File: src/rtl/if_stage.sv
// Instruction-fetch stage: owns the PC, handshakes with instruction memory and
// registers the fetched {pc, inst} pair into the IF/ID boundary.
module if_stage #(
  parameter logic [31:0] RESET_PC = 32'h0000_0000,
  parameter logic [31:0] NOP_INST = 32'h0000_0000
) (
  input  logic        clk,
  input  logic        rst,
  input  logic        stall_i,
  input  logic        flush_i,
  input  logic [31:0] new_pc_i,
  output logic        imem_req_o,
  output logic [31:0] imem_addr_o,
  input  logic        imem_ack_i,
  input  logic [31:0] imem_rdata_i,
  output logic [31:0] id_pc_o,
  output logic [31:0] id_inst_o,
  output logic        id_valid_o,
  output logic        fetch_stall_o
);

  typedef enum logic [1:0] {
    S_RESET = 2'd0,
    S_FETCH = 2'd1,
    S_HOLD  = 2'd2
  } state_t;

  state_t      state;
  logic [31:0] pc;
  logic [31:0] skid_pc;
  logic [31:0] skid_inst;
  logic [31:0] redirect_pc;
  logic [31:0] reset_pc_aligned;
  logic        unused_new_pc_low;

  // Redirect and reset targets are forced to word alignment.
  assign redirect_pc       = {new_pc_i[31:2], 2'b00};
  assign reset_pc_aligned  = {RESET_PC[31:2], 2'b00};
  assign unused_new_pc_low = &{1'b0, new_pc_i[1:0]};

  assign imem_req_o    = (state == S_FETCH);
  assign imem_addr_o   = pc;
  assign fetch_stall_o = (state == S_FETCH) && !imem_ack_i;

  // Fetch FSM: flush outranks ack, ack outranks stall; a stalled ack parks in the skid.
  always_ff @(posedge clk) begin
    if (rst) begin
      state      <= S_RESET;
      pc         <= reset_pc_aligned;
      skid_pc    <= 32'h0;
      skid_inst  <= NOP_INST;
      id_pc_o    <= 32'h0;
      id_inst_o  <= NOP_INST;
      id_valid_o <= 1'b0;
    end else begin
      case (state)
        S_RESET: begin
          state <= S_FETCH;
        end

        S_FETCH: begin
          if (flush_i) begin
            pc         <= redirect_pc;
            id_pc_o    <= 32'h0;
            id_inst_o  <= NOP_INST;
            id_valid_o <= 1'b0;
          end else if (imem_ack_i && !stall_i) begin
            id_pc_o    <= pc;
            id_inst_o  <= imem_rdata_i;
            id_valid_o <= 1'b1;
            pc         <= pc + 32'd4;
          end else if (imem_ack_i) begin
            skid_pc   <= pc;
            skid_inst <= imem_rdata_i;
            pc        <= pc + 32'd4;
            state     <= S_HOLD;
          end else if (!stall_i) begin
            id_inst_o  <= NOP_INST;
            id_valid_o <= 1'b0;
          end
        end

        S_HOLD: begin
          if (flush_i) begin
            pc         <= redirect_pc;
            id_pc_o    <= 32'h0;
            id_inst_o  <= NOP_INST;
            id_valid_o <= 1'b0;
            state      <= S_FETCH;
          end else if (!stall_i) begin
            id_pc_o    <= skid_pc;
            id_inst_o  <= skid_inst;
            id_valid_o <= 1'b1;
            state      <= S_FETCH;
          end
        end

        default: begin
          state <= S_RESET;
        end
      endcase
    end
  end

endmodule
File: config.mk
export PLATFORM = sky130hd
export DESIGN_NAME = if_stage
export DESIGN_NICKNAME = d
export VERILOG_FILES = /design/src/rtl/if_stage.sv
export SDC_FILE = /design/constraint.sdc
export NUM_CORES = 1
export LEC_CHECK = 0
export CAP_MARGIN = 20
export CORE_MARGIN = 2
export CORE_UTILIZATION = 35
export DETAILED_ROUTE_END_ITERATION = 12
export SKIP_LAST_GASP = 1
export SYNTH_ARGS = -nofsm -noshare
export SYNTH_HDL_FRONTEND = slang
export SYNTH_SLANG_ARGS = --single-unit
File: constraint.sdc
create_clock -name clk -period 2.34 [get_ports clk]
set_input_delay 0.468 -clock clk [delete_from_list [all_inputs] [get_ports clk]]
set_output_delay 0.468 -clock clk [all_outputs]
set_load 0.005 [all_outputs]
# [Word level (Yosys, flattened, before mapping)]
# Cells that the tools add are included.
[classes] addsub=1 n_eq_ne=11 muxes=30 bitwise_logic=2 n_reduce_logical=11
[ops] op="32-bit 2-to-1 mux" n=14
[ops] op="32-bit case mux with 2 select lines" n=3
[ops] op="32-bit by 3-bit adder with 32-bit output (second input constant)" n=1
[ops] op="4-bit AND reduction" n=3
[ops] op="2-bit 2-to-1 mux" n=5
[ops] op="4-bit by 3-bit != test with 1-bit output (second input constant)" n=2
[ops] op="1-bit 2-to-1 mux" n=6
[ops] op="2-bit != test (second input constant)" n=3
[ops] op="2-bit case mux with 3 select lines" n=1
[ops] op="3-bit AND reduction" n=2
[ops] op="4-bit by 2-bit != test with 1-bit output (second input constant)" n=1
[ops] op="3-bit by 2-bit != test with 1-bit output (second input constant)" n=1
[ops] op="3-bit != test (second input constant)" n=1
[ops] op="2-bit by 1-bit equality test with 1-bit output (second input constant)" n=1
[ops] op="2-bit equality test (second input constant)" n=1
[ops] op="1-bit logical AND" n=2
[ops] op="1-bit logical NOT" n=2
[ops] op="2-bit logical NOT" n=1
[ops] op="2-bit by 1-bit != test with 1-bit output (second input constant)" n=1
[ops] op="1-bit inverter" n=2
[ops] op="1-bit case mux with 2 select lines" n=1
[ops] op="2-bit nonzero test" n=1
[word_totals] ff_bits=163 out_inout_bits=99 word_cells=62

# [Depth between registers and ports, before layout]
[depth] ltp_word=5 depth_mapped=9

# [Least setup slack after synthesis]
# Ideal clock, no wire load.
[synth_timing] path_type="register -> register" from="register state[0]" to="register pc[27] (netlist: imem_addr_o[27])" setup_time_ns=0.130 arrival_time_ns=1.818 slack_ns=0.392 path_stages_with_launch=9 n_path_buf=1 synth_period_minus_slack_ns=1.948 cell_sequence="dfxtp_1 inv_1 ha_1 and2_0 a21oi_1 clkbuf_1 nor2_1 mux2i_1 o22ai_1"
[synth_between] elab_chain_cells=3 elab_cells_between_ends=7 cone_classes="eq/ne (4); mux (1); reduce/logical (2)"
[synth_rtl] item="from (decl)" line="28" rtl="state_t state;"
[synth_rtl] item="from (signal assigned)" line="48" rtl="state <= S_RESET;"
[synth_rtl] item="from (signal assigned)" line="58" rtl="state <= S_FETCH;"
[synth_rtl] item="from (signal assigned)" line="76" rtl="state <= S_HOLD;"
[synth_rtl] item="2-bit by 1-bit equality test with 1-bit output or 2-bit equality test (tied branches)" line="56" rtl="case (state)"
[synth_rtl] item="4-bit by 2-bit != test with 1-bit output (no source line) (tied with other cells)"
[synth_rtl] item="3-bit AND reduction (no source line)"
[synth_rtl] item="to (signal assigned)" line="63" rtl="pc <= redirect_pc;"
[synth_rtl] item="to (signal assigned)" line="71" rtl="pc <= pc + 32'd4;"
[synth_rtl] item="to (signal assigned)" line="75" rtl="pc <= pc + 32'd4;"
[synth_rtl] item="to (decl)" line="29" rtl="logic [31:0] pc;"
# Several ways; a longest one is shown, not always the timed one.
# A chain may end at the register's enable or synchronous reset.

# [Worst setup path after layout]
[layout_timing] from="register state[1]" to="output imem_req_o"
[layout_between] elab_chain_cells=1
[layout_rtl] item="2-bit by 1-bit equality test with 1-bit output" line="41" rtl="assign imem_req_o = (state == S_FETCH);"
[layout_rtl] item="to (decl)" line="12" rtl="output logic imem_req_o,"
# No other way between the ends.

==> results.cfg <==
[yosys]
netlist_area_sq_um = 7146
ys_ff_latch = 158
synth_cells = 899
synth_edf_count = 0
ys_types = 54
avgSynthCellArea_sq_um = 7.948
synth_top_cells_by_area = dfxtp_1 (44%), nand2_1 (9.8%), a21oi_1 (7.8%)
synth_top_cell_by_area = dfxtp_1
yosys_warnings = 0
seq_area_frac_synth = 0.4427
yosys.area.top_type_share = 0.4427
async_reset_ff_frac = 0
synth_ff_type = dfxtp_1

[floorplan]
placementRows = 52
fp.dieW_um = 146.9
boundaryPins = 168
die_area_sq_um = 21580
die_height_um = 146.9
coreArea_sq_um = 20100
start_util = 0.3554

[routing]
drt-initial-drc-count = 491
route.detailed.drc = 0
detail_route.vias_per_cell = 5.258
routedWlPerCell_um = 16.41
wl_mm = 21.89
dr.pass1.iters = 4
drt.antenna.violating_nets = 0
vias = 7014

[placement]
gp_congestion = 0.8282
portBuffers = 163
dp_cells = 1301
dpl.hpwl_mm = 14.70

[timing]
fin_tns_setup_ns = 0
hold_violations = 0
rsz0062_at_grt = false
timing.fmax_ghz = 0.4652
finClkSkew_ns = 0.009061
setup_viol = 0
finalCriticalPeriod_ns = 2.149
hold_slack_ns = 0.4119
tightest_slew_ns = 0.6257
timing.final.max_slew_violations = 0
period_share = 0.9186
max_slew_margin = 0.5790

[job]
drv_cap = 0

[worst_setup_path]
cp.arrival_ns = 1.68
start_kind = flip-flop
path_class = flip-flop to primary output
worst_setup_path_end_kind = primary output
critPathMaxFanout = 6
crit_required_ns = 1.87

[layout]
fin_nets = 1125
stdcell_count = 1334
num-fill-cells = 1905
n_antenna_cell = 0
layout_commonest_cell = nand2_1
area_growth_pct = 38.98
final_cell_mix = nand2_1 (186), clkdlybuf4s50_1 (160), dfxtp_1 (157), a21oi_1 (111), nor2_1 (60)
drive_gt1_frac = 0.1015

[power]
p_leak_nw = 3.424
power_mw = 10.96
pwr_density_cell_nw_per_um2 = 1104
ir_drop_uv = 923.5

[clock_tree]
cts_buffer_depth = 2
cts_tree = built
h-tree-depth = 4
clk_latency_ns = 0.43
root_buffer = clkbuf_16
cts.clk_slew.worst_paths_ns = 0.07
clkSinkCount = 158
cts_made_buffers = 17

[grt]
grt_pass1_vias = 6514
gr-usage-all-layers = 0.2013
antenna_found_initial = 0
grt-ovfl-total = 0
grt_max_degree = 85
grt_pass1_wl_mm = 35.36

[status]
status = complete, no violations

[worst_hold_path]
hold_path_class = primary input to flip-flop
==> path summary, 6_finish.rpt <==
kind                            slack (ns)                            to  cells past startpoint                    start
worst min register to register        0.45       id_pc_o[8]$_SDFFE_PP0P_                      2  id_pc_o[8]$_SDFFE_PP0P_
worst max-delay path                  0.19                    imem_req_o                      4    state[1]$_SDFFE_PP0P_
worst min-delay path                  0.41   imem_addr_o[4]$_SDFFE_PP0P_                      2                      rst
worst max register to register        0.21  imem_addr_o[25]$_SDFFE_PP0P_                      7    state[0]$_SDFFE_PP0P_
==> worst max-delay path: stages (launching register included) <==
cell             delay, ns
dfxtp_1               0.33
inv_2                 0.07
ha_2                  0.18
buf_4                 0.14
clkdlybuf4s50_1       0.53
==> through the flow <==
step	utilization	instance area (sq um)	setup slack (ns)
3_5_place_dp	0.4629	9306	-0.04673
4_1_cts	0.4933	9917	0.03223
6_report	0.4940	9931	0.1905
3_3_place_gp	0.4629	9306	-0.02520
2_1_floorplan	-	7149	0.3921
5_1_grt	0.4940	9931	0.07877
==> Yosys cell counts, types with 5 or more instances <==
master    number
ha_1           5
a22oi_1        7
clkbuf_1      62
o21ai_0       17
o32ai_1        6
mux2i_1       34
nand3_1       16
and4_1         6
nor3_1        37
inv_1         15
a221oi_1      32
or3_1         35
nor2_1        62
nand2_1      186
and3_1        11
a21oi_1      112
buf_2         17
nor4_1         6
a31oi_1        5
dfxtp_1      158
nand4_1        7
==> state kept, by name, indices dropped and copies added, names as in the netlist <==
register     count
imem_addr_o     30
state            2
skid_pc         30
id_valid_o       1
skid_inst       32
id_pc_o         31
id_inst_o       32
==> area by class of cell <==
class                      count  area (sq um)  area share
inverter                      15         56.30    0.005670
tap                          270         337.8     0.03402
timing repair buffer         216          2150      0.2165
multi-input combinational    643          3620      0.3645
clock buffer                  17         425.4     0.04284
sequential                   158          3164      0.3186
clock inverter                15         177.7     0.01789
==> logic make-up (layout without fill, tap and decap cells) <==
logic type      count (synthesis)  count (layout)  synth area share
compound gates                220             220            0.1963
simple gates                  382             382            0.2471
flops                         158             158            0.4427
fa+ha+maj                       5               5          0.008755
mux                            34              34           0.04763
buf+inv                        99             263           0.05708
other cells                     1               2         0.0005248
==> power by group <==
group          internal, mW  total (mW)  switching (mW)
registers              3.18        3.61           0.427
logic                  2.19        4.50            2.31
clock network          1.61        2.85            1.24
==> repair_timing <==
action,CTS,global route
cloned,0,0
resized for setup,0,5
pin swaps,0,0
buffers inserted,1,0
setup endpoints to repair,1,12
hold buffers,0,0
==> per-layer routing <==
| layer | track usage | vias to the layer above | routed length [um] |
|---|---|---|---|
| met5 | 0 | - | 0 |
| met3 | 0.03540 | 33 | 1092 |
| met1 | 0.2828 | 3295 | 10330 |
| met4 | 0.06942 | 0 | 444 |
| li1 | - | 3489 | - |
| met2 | 0.3124 | 197 | 10030 |
(Power assumes the default switching activity.)
